--- src/rtl/rf_write_sched.sv ---
// Purpose: shares the register file's single write port between the WB stage and a
//          buffered long-latency (mult/div) result stream, and tracks pending registers.
// Latency: WB write 0 cycles (combinational); buffered result 1..1+STARVE_MAX cycles.
// Backpressure: mc_ready drops when the buffer is full; wb_hold stalls WB after
//               STARVE_MAX consecutive denied cycles for a non-empty buffer.
//
// Ports:
//   clk, rst                      clock, synchronous active-high reset
//   wb_we/wb_addr/wb_data         WB stage write request
//   mc_issue/mc_issue_addr        long-latency op issue (marks destination pending)
//   mc_valid/mc_ready/mc_addr/mc_data  long-latency result handshake
//   id_rs/id_rt/id_rd, stall      decode hazard query
//   wb_hold                       WB must re-present its write next cycle
//   rf_regwrite/rf_writeReg/rf_writeData  register file write port
//   sb_err                        sticky protocol-error flag
module rf_write_sched #(
    parameter int DEPTH      = 2,
    parameter int STARVE_MAX = 4
) (
    input  logic        clk,
    input  logic        rst,
    input  logic        wb_we,
    input  logic [4:0]  wb_addr,
    input  logic [31:0] wb_data,
    input  logic        mc_issue,
    input  logic [4:0]  mc_issue_addr,
    input  logic        mc_valid,
    output logic        mc_ready,
    input  logic [4:0]  mc_addr,
    input  logic [31:0] mc_data,
    input  logic [4:0]  id_rs,
    input  logic [4:0]  id_rt,
    input  logic [4:0]  id_rd,
    output logic        stall,
    output logic        wb_hold,
    output logic        rf_regwrite,
    output logic [4:0]  rf_writeReg,
    output logic [31:0] rf_writeData,
    output logic        sb_err
);

    localparam int PTR_W = (DEPTH > 1) ? $clog2(DEPTH) : 1;
    localparam int CNT_W = $clog2(DEPTH + 1);
    localparam int STV_W = (STARVE_MAX > 0) ? $clog2(STARVE_MAX + 1) : 1;

    logic [4:0]       buf_addr [DEPTH];
    logic [31:0]      buf_data [DEPTH];
    logic [PTR_W-1:0] rd_ptr;
    logic [PTR_W-1:0] wr_ptr;
    logic [CNT_W-1:0] fill;
    logic [STV_W-1:0] starve;
    logic [31:0]      pending;
    logic [31:0]      pending_nxt;

    logic        empty;
    logic        full;
    logic        push;
    logic        pop;
    logic        wb_sel;
    logic [4:0]  head_addr;
    logic [31:0] head_data;
    logic        issue_err;
    logic        push_err;
    logic        full_err;

    function automatic logic [PTR_W-1:0] ptr_inc(input logic [PTR_W-1:0] p);
        return (p == PTR_W'(DEPTH - 1)) ? '0 : p + 1'b1;
    endfunction

    assign empty     = (fill == '0);
    assign full      = (fill == CNT_W'(DEPTH));
    assign head_addr = buf_addr[rd_ptr];
    assign head_data = buf_data[rd_ptr];

    // A full buffer refuses a result even if it pops in the same cycle.
    assign mc_ready = !full && !rst;
    assign push     = mc_valid && mc_ready;
    assign wb_hold  = !rst && (starve == STV_W'(STARVE_MAX));

    // Write-port arbitration. A WB write to r0 never claims the port.
    always_comb begin
        pop    = 1'b0;
        wb_sel = 1'b0;
        if (!rst) begin
            if (wb_hold && !empty) begin
                pop = 1'b1;
            end else if (wb_we && (wb_addr != 5'd0)) begin
                wb_sel = 1'b1;
            end else if (!empty) begin
                pop = 1'b1;
            end
        end
    end

    assign rf_regwrite  = pop || wb_sel;
    assign rf_writeReg  = (wb_sel || empty) ? wb_addr : head_addr;
    assign rf_writeData = (wb_sel || empty) ? wb_data : head_data;

    // Clear on pop first, then set on issue, so a same-cycle set wins.
    always_comb begin
        pending_nxt = pending;
        if (pop) begin
            pending_nxt[head_addr] = 1'b0;
        end
        if (mc_issue) begin
            pending_nxt[mc_issue_addr] = 1'b1;
        end
        pending_nxt[0] = 1'b0;
    end

    // Re-issuing a register whose result is being committed this very cycle is legal.
    assign issue_err = mc_issue && (mc_issue_addr != 5'd0) && pending[mc_issue_addr]
                       && !(pop && (head_addr == mc_issue_addr));
    assign push_err  = push && !pending[mc_addr];
    assign full_err  = mc_valid && full;

    // Registered pending vector: stall stays up through the pop cycle.
    assign stall = !rst && (pending[id_rs] || pending[id_rt] || pending[id_rd]);

    always_ff @(posedge clk) begin
        if (rst) begin
            rd_ptr  <= '0;
            wr_ptr  <= '0;
            fill    <= '0;
            starve  <= '0;
            pending <= '0;
            sb_err  <= 1'b0;
        end else begin
            if (push) begin
                wr_ptr <= ptr_inc(wr_ptr);
            end
            if (pop) begin
                rd_ptr <= ptr_inc(rd_ptr);
            end
            case ({push, pop})
                2'b10:   fill <= fill + 1'b1;
                2'b01:   fill <= fill - 1'b1;
                default: fill <= fill;
            endcase
            if (empty || pop) begin
                starve <= '0;
            end else begin
                starve <= starve + 1'b1;
            end
            pending <= pending_nxt;
            if (issue_err || push_err || full_err) begin
                sb_err <= 1'b1;
            end
        end
    end

    // Storage needs no reset: occupancy is tracked by fill.
    always_ff @(posedge clk) begin
        if (push) begin
            buf_addr[wr_ptr] <= mc_addr;
            buf_data[wr_ptr] <= mc_data;
        end
    end

endmodule

--- config.mk ---
export PLATFORM = sky130hd
export DESIGN_NAME = rf_write_sched
export DESIGN_NICKNAME = d
export VERILOG_FILES = /design/src/rtl/rf_write_sched.sv
export SDC_FILE = /design/constraint.sdc
export NUM_CORES = 1
export LEC_CHECK = 0
export CAP_MARGIN = 20
export CORE_MARGIN = 1.5
export CORE_UTILIZATION = 35
export DETAILED_ROUTE_END_ITERATION = 7
export DONT_BUFFER_PORTS = 1
export SYNTH_ARGS = -nofsm -noshare
export SYNTH_HDL_FRONTEND = slang
export SYNTH_SLANG_ARGS = --single-unit
--- constraint.sdc ---
create_clock -name clk -period 9 [get_ports clk]
set_input_delay 1.8 -clock clk [delete_from_list [all_inputs] [get_ports clk]]
set_output_delay 1.8 -clock clk [all_outputs]
set_load 0.02 [all_outputs]
==> results of run 1 <==
-- cells in the mapped netlist, drive strengths merged, types with 2 or more instances --
master	n	area (um^2)
nor3	2	10.0
o211ai	2	28.8
nor2b	9	56.3
nor3b	6	45.0
a211oi	3	22.5
nand2	80	308
or4	2	18.8
nor2	20	77.6
buf	9	38.8
xor2	6	52.6
o22ai	3	18.8
dfxtp	40	801
o41ai	3	26.3
and2	2	12.5
a221oi	6	52.6
a21oi	34	170
a22oi	2	15.0
and3b	3	26.3
a2111oi	6	52.6
nand3b	2	15.0
nand2b	9	56.3
xnor2	4	35.0
mux2	13	146
ha	3	37.5
edfxtp	74	2220
and3	3	18.8
nand4	6	37.5
o21ai	68	340
mux4	29	653
mux2i	48	480
clkbuf	29	109
nor4	2	12.5
nand3	2	10.0
inv	12	45.0
-- cell families after synthesis --
family / count (synthesis) / synth area share [%]
multiplexers: 90 / 20.8
XOR/XNOR: 10 / 1.43
AND/OR/NAND/NOR: 152 / 12.0
AO/OA/AOI/OAI: 134 / 12.8
buffers and inverters: 50 / 3.14
adder cells (fa/ha/maj): 3 / 0.611
flip-flops: 114 / 49.2
-- metal layers --
| metal | share of wire, % | wire, um | global-route usage [%] |
|---|---|---|---|
| met1 | 38 | 5890 | 19.2 |
| met2 | 50 | 7720 | 29.2 |
| met3 | 8.6 | 1330 | 6.17 |
| met4 | 3.5 | 537 | 7.65 |
| met5 | 0 | 0 | 0 |
-- flip-flops by register name, indices dropped and copies added (netlist names), named ones only --
register and flops:
pending 31, rd_ptr 1, buf_addr 10, fill 2
buf_data 64, sb_err 1, wr_ptr 1, starve 3
-- layout make-up --
type                    instances  share of cell area, %
inverters                      12                  0.652
well taps                     225                   4.07
clock buffers                  22                   6.72
multi-input cells             389                   42.7
flip-flops and latches        114                   43.8
repair buffers                  3                  0.507
clock inverters                10                   1.61
-- power groups by stage --
stage	logic [uW]	clock network, uW	registers [uW]
final	179	642	590
after detailed placement	179	0	601
after global routing	197	683	592
after floorplan	163	0	598
after CTS	179	655	591
after global placement	176	0	600
-- critical path, cell delays in order --
cell and delay [ns]:
or4_4 0.54, o21ai_0 0.39, o22ai_4 0.12, buf_4 0.31, o21ai_0 0.64
-- final timing paths --
path / end / slack, ns / cells after the start
worst max-delay path: rf_writeReg[1] / 3.36 / 5
worst min-delay path: starve[0]$_SDFF_PP0_ / 0.46 / 1
worst max register to register: sb_err$_SDFFE_PP0P_ / 6.27 / 6
worst min register to register: starve[0]$_SDFF_PP0_ / 0.46 / 1
-- stage by stage --
step	cells	hold WS [ns]	util (%)	total power [uW]
4_1_cts	774	0.458	40.0	1430
2_1_floorplan	553	0.417	-	761
6_report	775	0.456	40.1	1410
3_5_place_dp	742	0.451	36.6	780
5_1_grt	775	0.491	40.1	1470
3_3_place_gp	742	0.426	36.6	777
-- cells in the final DEF (no fill, tap or decap), drive strengths merged, types with 3 or more instances in the layout --
cell	count
mux2i	48
nand2	80
clkinv	5
ha	3
nand4	6
edfxtp	74
nand2b	9
o21ai	68
inv	12
o41ai	3
a21oi	34
mux2	13
nor3b	6
and3	3
and3b	3
clkbuf	22
xor2	6
mux4	29
clkinvlp	3
a211oi	3
dfxtp	40
nor2b	9
buf	3
nor2	20
a2111oi	6
o22ai	3
a221oi	6
xnor2	4
==> impl_metrics.json, run 1 <==
{
  "portBuffers": 0,
  "antenna_found_initial": 0,
  "wl_per_cell_um": 20.0,
  "switching_share_pct": 25.4,
  "path_max_fanout": 74,
  "critPathLaunch": "wb_addr[2]",
  "power_frac_comb_pct": 12.7,
  "synth-edff-count": 74,
  "cts_sinks": 114,
  "design.core.area_mm2": 0.0172,
  "power_frac_seq_pct": 41.8,
  "power_frac_clock_pct": 45.5,
  "vias": 4440,
  "ys.flop_type": "edfxtp_1",
  "setup-violations-final": 0,
  "hold_violations": 0,
  "ys_warn_count": 0,
  "n_antenna_cell": 0,
  "fin_crit_ns": 5.64,
  "initial_core_util_pct": 35.6,
  "ys_seq_area_share_pct": 49.2,
  "regArea_mm2": 0.00302,
  "vias_per_cell": 5.73,
  "cts_root_buf": "clkbuf_16",
  "drive_gt1_share_pct": 15.1,
  "place_congestion": 0.881,
  "ys_types": 50,
  "nets": 639,
  "ctsResizeCount": 0,
  "clk_pin_slew_worst_paths_ns": 0.05,
  "p_sw_uw": 358,
  "place_area_mm2": 0.00631,
  "tightestPinTransition_ns": 1.16,
  "p_int_uw": 1050,
  "dieArea_mm2": 0.0183,
  "max-cap-violations": 0,
  "ys_ff_latch": 114,
  "synth_nets": 655,
  "worstPathArrival_ns": 3.84,
  "max_freq_mhz": 177,
  "drtAntennaViolNets": 0,
  "insertion_delay_ns": 0.40,
  "cts_setup_buffers": 0,
  "drt-pass1-iter-count": 5,
  "cts_buffers": 17,
  "syn_area_mm2": 0.00614,
  "postSynthCellCount": 553,
  "p_leak_uw": 0.00225,
  "final_area_mm2": 0.00691,
  "drv_slew": 0,
  "h-tree-depth": 4,
  "multi_input_area_mm2": 0.00295,
  "hold_class": "reg2reg",
  "place_ws_ns": 3.35,
  "critical_path_class": "in2out",
  "power_density_mw_per_mm2": 204,
  "cts_tree": "done",
  "cp-start-kind": "primary input",
  "period_share_pct": 62.7,
  "fin_worst_skew_ns": 0.00645,
  "status": "finished, final reports clean",
  "tns_ns": 0,
  "relSlewSlack_pct": 22.2,
  "wl_um": 15500,
  "die_x_um": 135,
  "grt_usage_pct": 17.1,
  "cts_buffer_depth": 2,
  "fillers": 1601,
  "required_ns": 7.20,
  "grt_start_max_net_pins": 75,
  "rsz0062_at_grt": "no",
  "rows": 48,
  "dp_hpwl_um": 11100,
  "synth-async-reset-ratio_pct": 0,
  "timing.final.ws_setup_ns": 3.36,
  "dr.first_iter.drc_count": 284,
  "cp-end-kind": "primary output",
  "drt_drc_violations_left": 0,
  "vdd_drop_max_v": 0.000132,
  "syn_area_per_cell_um2": 11.1,
  "grt_remaining_overflow": 0,
  "die_h_um": 135,
  "min-delay-start": "starve[0]$_SDFF_PP0_",
  "ios": 141,
  "area_growth_pct": 12.5,
  "grt_pass1_vias": 4357,
  "grt_pass1_wl_um": 23600,
  "postCtsHoldBufs": 0
}
No activity file was read; power rests on OpenSTA's default activity.
==> run 2: changes to the inputs <==
Clock period 9 ns to 5.73 ns, I/O delays scaled along.
==> run 2 against run 1 <==
Flip-flop and latch count unchanged. Utilization up 0.25 points. First-iteration DRC count grew 26%. Cell count fell by 0.26%. Non-clock buffer count unchanged. Total power increased by 64%. Clock skew increased by 0.0057 ns. Final area grew 0.63%. Critical endpoint unchanged. Highest routed layer unchanged.
==> impl_metrics.json, run 2 (synthesis gave the netlist of run 1 again) <==
{
  "whs_endpoint": "starve[0]$_SDFF_PP0_",
  "ios": 141,
  "die_x_um": 135,
  "postCtsHoldBufs": 0,
  "hold_ws_ns": 0.457,
  "clk_pin_slew_worst_paths_ns": 0.05,
  "antenna_found_initial": 0,
  "tns_ns": 0,
  "hold_class": "reg2reg",
  "period_share_pct": 75.6,
  "final_cells": 773,
  "critical_path_class": "in2out",
  "hold_violations": 0,
  "place_congestion": 0.880,
  "power_frac_seq_pct": 40.1,
  "drv_slew": 0,
  "power_density_mw_per_mm2": 333,
  "wl_per_cell_um": 19.9,
  "multi_input_area_mm2": 0.00295,
  "die_h_um": 135,
  "critPathSlowestCell": "o21ai_0",
  "grt_start_max_net_pins": 75,
  "p_leak_uw": 0.00226,
  "wl_met2_um": 7780,
  "reg2reg_depth": 6,
  "power_frac_clock_pct": 47.8,
  "insertion_delay_ns": 0.41,
  "fin_crit_ns": 4.33,
  "grt_pass1_wl_um": 23300,
  "nets": 639,
  "cts_buffers": 17,
  "regArea_mm2": 0.00302,
  "switching_share_pct": 24.2,
  "dp_hpwl_um": 11000,
  "area_growth_pct": 13.2,
  "final_common_cell": "nand2_1",
  "wl_um": 15400,
  "drtAntennaViolNets": 0,
  "drt-met1-wl_um": 5760,
  "min-delay-start": "starve[0]$_SDFF_PP0_",
  "initial_core_util_pct": 35.6,
  "r2r_slack_ns": 3.03,
  "drt-pass1-iter-count": 5,
  "required_ns": 4.58,
  "cp-start-kind": "primary input",
  "path_cells": "or4_4, o21ai_0, o22ai_4, buf_4, o21ai_0",
  "drive_gt1_share_pct": 14.6,
  "dr.first_iter.drc_count": 359,
  "slowest_delay_ns": 0.67,
  "fillers": 1592,
  "status": "finished, final reports clean",
  "dieArea_mm2": 0.0183,
  "fin_util_pct": 40.3,
  "grt_pass1_vias": 4253,
  "design.core.area_mm2": 0.0172,
  "drt_drc_violations_left": 0,
  "regMostFlops": "buf_data",
  "crit_top_cell": "o21ai_0",
  "grt_remaining_overflow": 0,
  "cts_tree": "done",
  "setup-violations-final": 0,
  "cp-end-kind": "primary output",
  "cts_buffer_depth": 2,
  "cp.depth": 5,
  "vdd_drop_max_v": 0.000212,
  "cts_setup_buffers": 0,
  "path_delay_family": "compound AO/OA/AOI/OAI gates",
  "hold_depth": 1,
  "worstPathArrival_ns": 3.19,
  "cts_sinks": 114,
  "wl_met3_um": 1490,
  "r2r_end": "sb_err$_SDFFE_PP0P_",
  "p_int_uw": 1750,
  "place_ws_ns": 1.40,
  "placed_cells": 742,
  "power_frac_comb_pct": 12.2,
  "vias": 4457,
  "dr.max_layer_used": "met4",
  "cts_root_buf": "clkbuf_16",
  "fin_worst_skew_ns": 0.0122,
  "max_freq_mhz": 231,
  "path_max_fanout": 74,
  "rows": 48,
  "layout_common_cells": "nand2_1, edfxtp_1, o21ai_0",
  "h-tree-depth": 4,
  "p_sw_uw": 560,
  "max-cap-violations": 0,
  "ctsResizeCount": 0,
  "vias_per_cell": 5.77,
  "reg_top3": "buf_data: 64 flops, pending: 31 flops, buf_addr: 10 flops",
  "n_antenna_cell": 0,
  "timing.final.ws_setup_ns": 1.40,
  "grt_usage_pct": 17.0,
  "rsz0062_at_grt": "no",
  "worst-path-buf-inv": 1,
  "relSlewSlack_pct": 25.7,
  "largest_register_ffs": 64,
  "portBuffers": 0,
  "tightestPinTransition_ns": 1.11
}
## run 2: changes by cell type in the layout (fill, tap and decap cells not counted)
cell	previous run	this run
bufinv_16	2	5
clkinv_1	0	3
clkbuf_1	3	1
clkinvlp_4	3	2
clkinv_2	4	1
clkbuf_8	2	0
## run 2: per-stage QoR
step	power [uW]	cell area, um^2
6_report	2310	6950
4_1_cts	2340	6930
5_1_grt	2400	6950
3_5_place_dp	1230	6310
3_3_place_gp	1220	6310
2_1_floorplan	1200	6140
## run 2: worst max-delay path by stage
stage                    start                to  slack, ns
finish              wb_addr[2]    rf_writeReg[1]       1.40
global route        wb_addr[2]    rf_writeReg[0]       1.21
CTS                 wb_addr[2]    rf_writeReg[0]       1.39
detailed placement  wb_addr[2]    rf_writeReg[0]       1.40
global placement    wb_addr[2]    rf_writeReg[1]       1.48
floorplan           wb_addr[2]  rf_writeData[28]       1.68
## run 2: area by class of cell
cell class / instances / share of cell area [%]
Clock inverter: 12 / 2.74
Sequential cell: 114 / 43.5
Clock buffer: 18 / 6.17
Inverter: 12 / 0.648
Tap cell: 225 / 4.05
Multi-Input combinational cell: 389 / 42.4
Timing Repair Buffer: 3 / 0.504
## run 2: power by group through the flow
stage                     logic [uW]  registers (uW)  clock network (uW)
final                            281             927                1110
after detailed placement         282             944                   0
after global routing             308             929                1170
after floorplan                  257             939                   0
after CTS                        282             928                1130
after global placement           277             943                   0
## run 2: metal layers
| layer | GRT usage (%) | up-vias |
|---|---|---|
| met5 | 0 | - |
| met4 | 7.71 | 0 |
| met3 | 6.47 | 29 |
| met2 | 28.9 | 239 |
| met1 | 19.0 | 2138 |
| li1 | - | 2051 |
==> run 3: changes to the inputs <==
Clock period 5.73 ns to 4.3 ns, I/O delays scaled along.
==> run 3 against run 2 <==
Total power increased by 33%. First-iteration DRC count up 29%. Sequential share of layout area is 1.1 points lower. Clock power rose by 26%. Cell count up 4.1%. Final area is 2.7% higher. Combinational power up 58%. Highest routed layer unchanged.
==> impl_metrics.json, run 3 (synthesis gave the netlist of run 1 again) <==
{
  "slowest_delay_ns": 0.54,
  "hold_violations": 0,
  "wl_um": 16400,
  "drtAntennaViolNets": 0,
  "clk_pin_slew_worst_paths_ns": 0.05,
  "drv_slew": 0,
  "cp-end-kind": "primary output",
  "cts_root_buf": "clkbuf_16",
  "reg2reg_depth": 5,
  "grt_start_max_net_pins": 49,
  "rows": 48,
  "dp_hpwl_um": 11800,
  "ios": 141,
  "antenna_found_initial": 0,
  "min-delay-start": "starve[0]$_SDFF_PP0_",
  "setup-violations-final": 0,
  "cts_buffers": 17,
  "p_leak_uw": 0.00239,
  "insertion_delay_ns": 0.41,
  "r2r_slack_ns": 1.70,
  "place_congestion": 0.875,
  "relSlewSlack_pct": 26.3,
  "critical_path_class": "in2out",
  "worstPathArrival_ns": 2.82,
  "grt_pass1_wl_um": 25100,
  "initial_core_util_pct": 35.6,
  "h-tree-depth": 4,
  "n_antenna_cell": 0,
  "cts_tree": "done",
  "tns_ns": 0,
  "hold_class": "reg2reg",
  "final_area_mm2": 0.00714,
  "drt_drc_violations_left": 0,
  "ctsResizeCount": 0,
  "rsz0062_at_grt": "no",
  "postCtsHoldBufs": 0,
  "die_h_um": 135,
  "grt_remaining_overflow": 0,
  "reg_top3": "buf_data: 64 flops, pending: 31 flops, buf_addr: 10 flops",
  "design.core.area_mm2": 0.0172,
  "cts_sinks": 114,
  "nets": 669,
  "portBuffers": 0,
  "dr.first_iter.drc_count": 462,
  "layout_common_cells": "nand2_1, edfxtp_1, o21ai_0",
  "die_x_um": 135,
  "regMostFlops": "buf_data",
  "cp-start-kind": "primary input",
  "vias": 4580,
  "grt_usage_pct": 18.3,
  "wl_per_cell_um": 20.4,
  "status": "finished, final reports clean",
  "required_ns": 3.44,
  "power_density_mw_per_mm2": 433,
  "r2r_end": "sb_err$_SDFFE_PP0P_",
  "drive_gt1_share_pct": 19.7,
  "fin_worst_skew_ns": 0.00866,
  "largest_register_ffs": 64,
  "tightestPinTransition_ns": 1.10,
  "whs_endpoint": "starve[0]$_SDFF_PP0_",
  "vias_per_cell": 5.69,
  "hold_depth": 1,
  "grt_pass1_vias": 4530,
  "cts_setup_buffers": 0,
  "max_freq_mhz": 272,
  "path_cells": "or4_4, o21ai_0, o22ai_4, buf_4, o21ai_0, buf_4",
  "dieArea_mm2": 0.0183,
  "place_area_mm2": 0.00655,
  "max-cap-violations": 0,
  "cts_buffer_depth": 2,
  "fin_crit_ns": 3.68,
  "final_common_cell": "nand2_1",
  "path_max_fanout": 48,
  "drt-pass1-iter-count": 5,
  "critPathSlowestCell": "or4_4",
  "vdd_drop_max_v": 0.000378,
  "area_growth_pct": 16.3,
  "period_share_pct": 85.6
}
[run 3: cell count changes in the layout (fill, tap and decap cells not counted), sizes merged]
cell      previous run  this run
clkinvlp             2         4
bufinv               5         3
inv                 12        13
buf                  3        33
clkbuf              18        19
[run 3: per-stage QoR]
| stage | hold slack [ns] | total power [uW] | std cells | util, % | setup WS (ns) |
|---|---|---|---|---|---|
| 2_1_floorplan | 0.417 | 1590 | 553 | - | 0.706 |
| 3_3_place_gp | 0.427 | 1700 | 773 | 38.0 | 0.724 |
| 3_5_place_dp | 0.440 | 1710 | 773 | 38.0 | 0.603 |
| 4_1_cts | 0.452 | 3110 | 805 | 41.4 | 0.599 |
| 5_1_grt | 0.466 | 3200 | 805 | 41.4 | 0.422 |
| 6_report | 0.447 | 3090 | 805 | 41.4 | 0.620 |
[run 3: metal layers]
metal / global-route usage, % / wire [um] / share of wire [%]
met1: 20.2 / 6190 / 38
met2: 31.2 / 8210 / 50
met3: 6.25 / 1480 / 9.0
met4: 9.38 / 514 / 3.1
met5: 0 / 0 / 0
[run 3: where the power goes]
part	switching, uW	internal, uW	total [uW]
Clock	492	909	1400
Combinational	268	175	443
Sequential	32.0	1210	1240
Total	792	2300	3090
[run 3: how the worst max path moves through the flow]
stage	from	endpoint	slack (ns)
6_report	wb_addr[2]	rf_writeReg[0]	0.62
5_1_grt	wb_addr[2]	rf_writeReg[1]	0.42
4_1_cts	wb_addr[2]	rf_writeData[28]	0.60
3_5_place_dp	wb_addr[2]	rf_writeData[28]	0.60
3_3_place_gp	wb_addr[2]	rf_writeReg[1]	0.72
2_1_floorplan	rst	buf_addr[0][0]$_DFFE_PP_	0.71
[run 3: area by class of cell]
type | count | area, um^2
flip-flops and latches | 114 | 3020
repair buffers | 33 | 248
inverters | 12 | 45.0
fillers | 1603 | 10100
clock buffers | 19 | 433
clock inverters | 13 | 161
well taps | 225 | 282
multi-input cells | 389 | 2950
[run 3: critical path: cells and delay by family]
family | cells | cell delay (ns)
buffers and inverters | 2 | 0.51
AOI/OAI and AO/OA | 3 | 0.90
and+or+nand+nor | 1 | 0.54
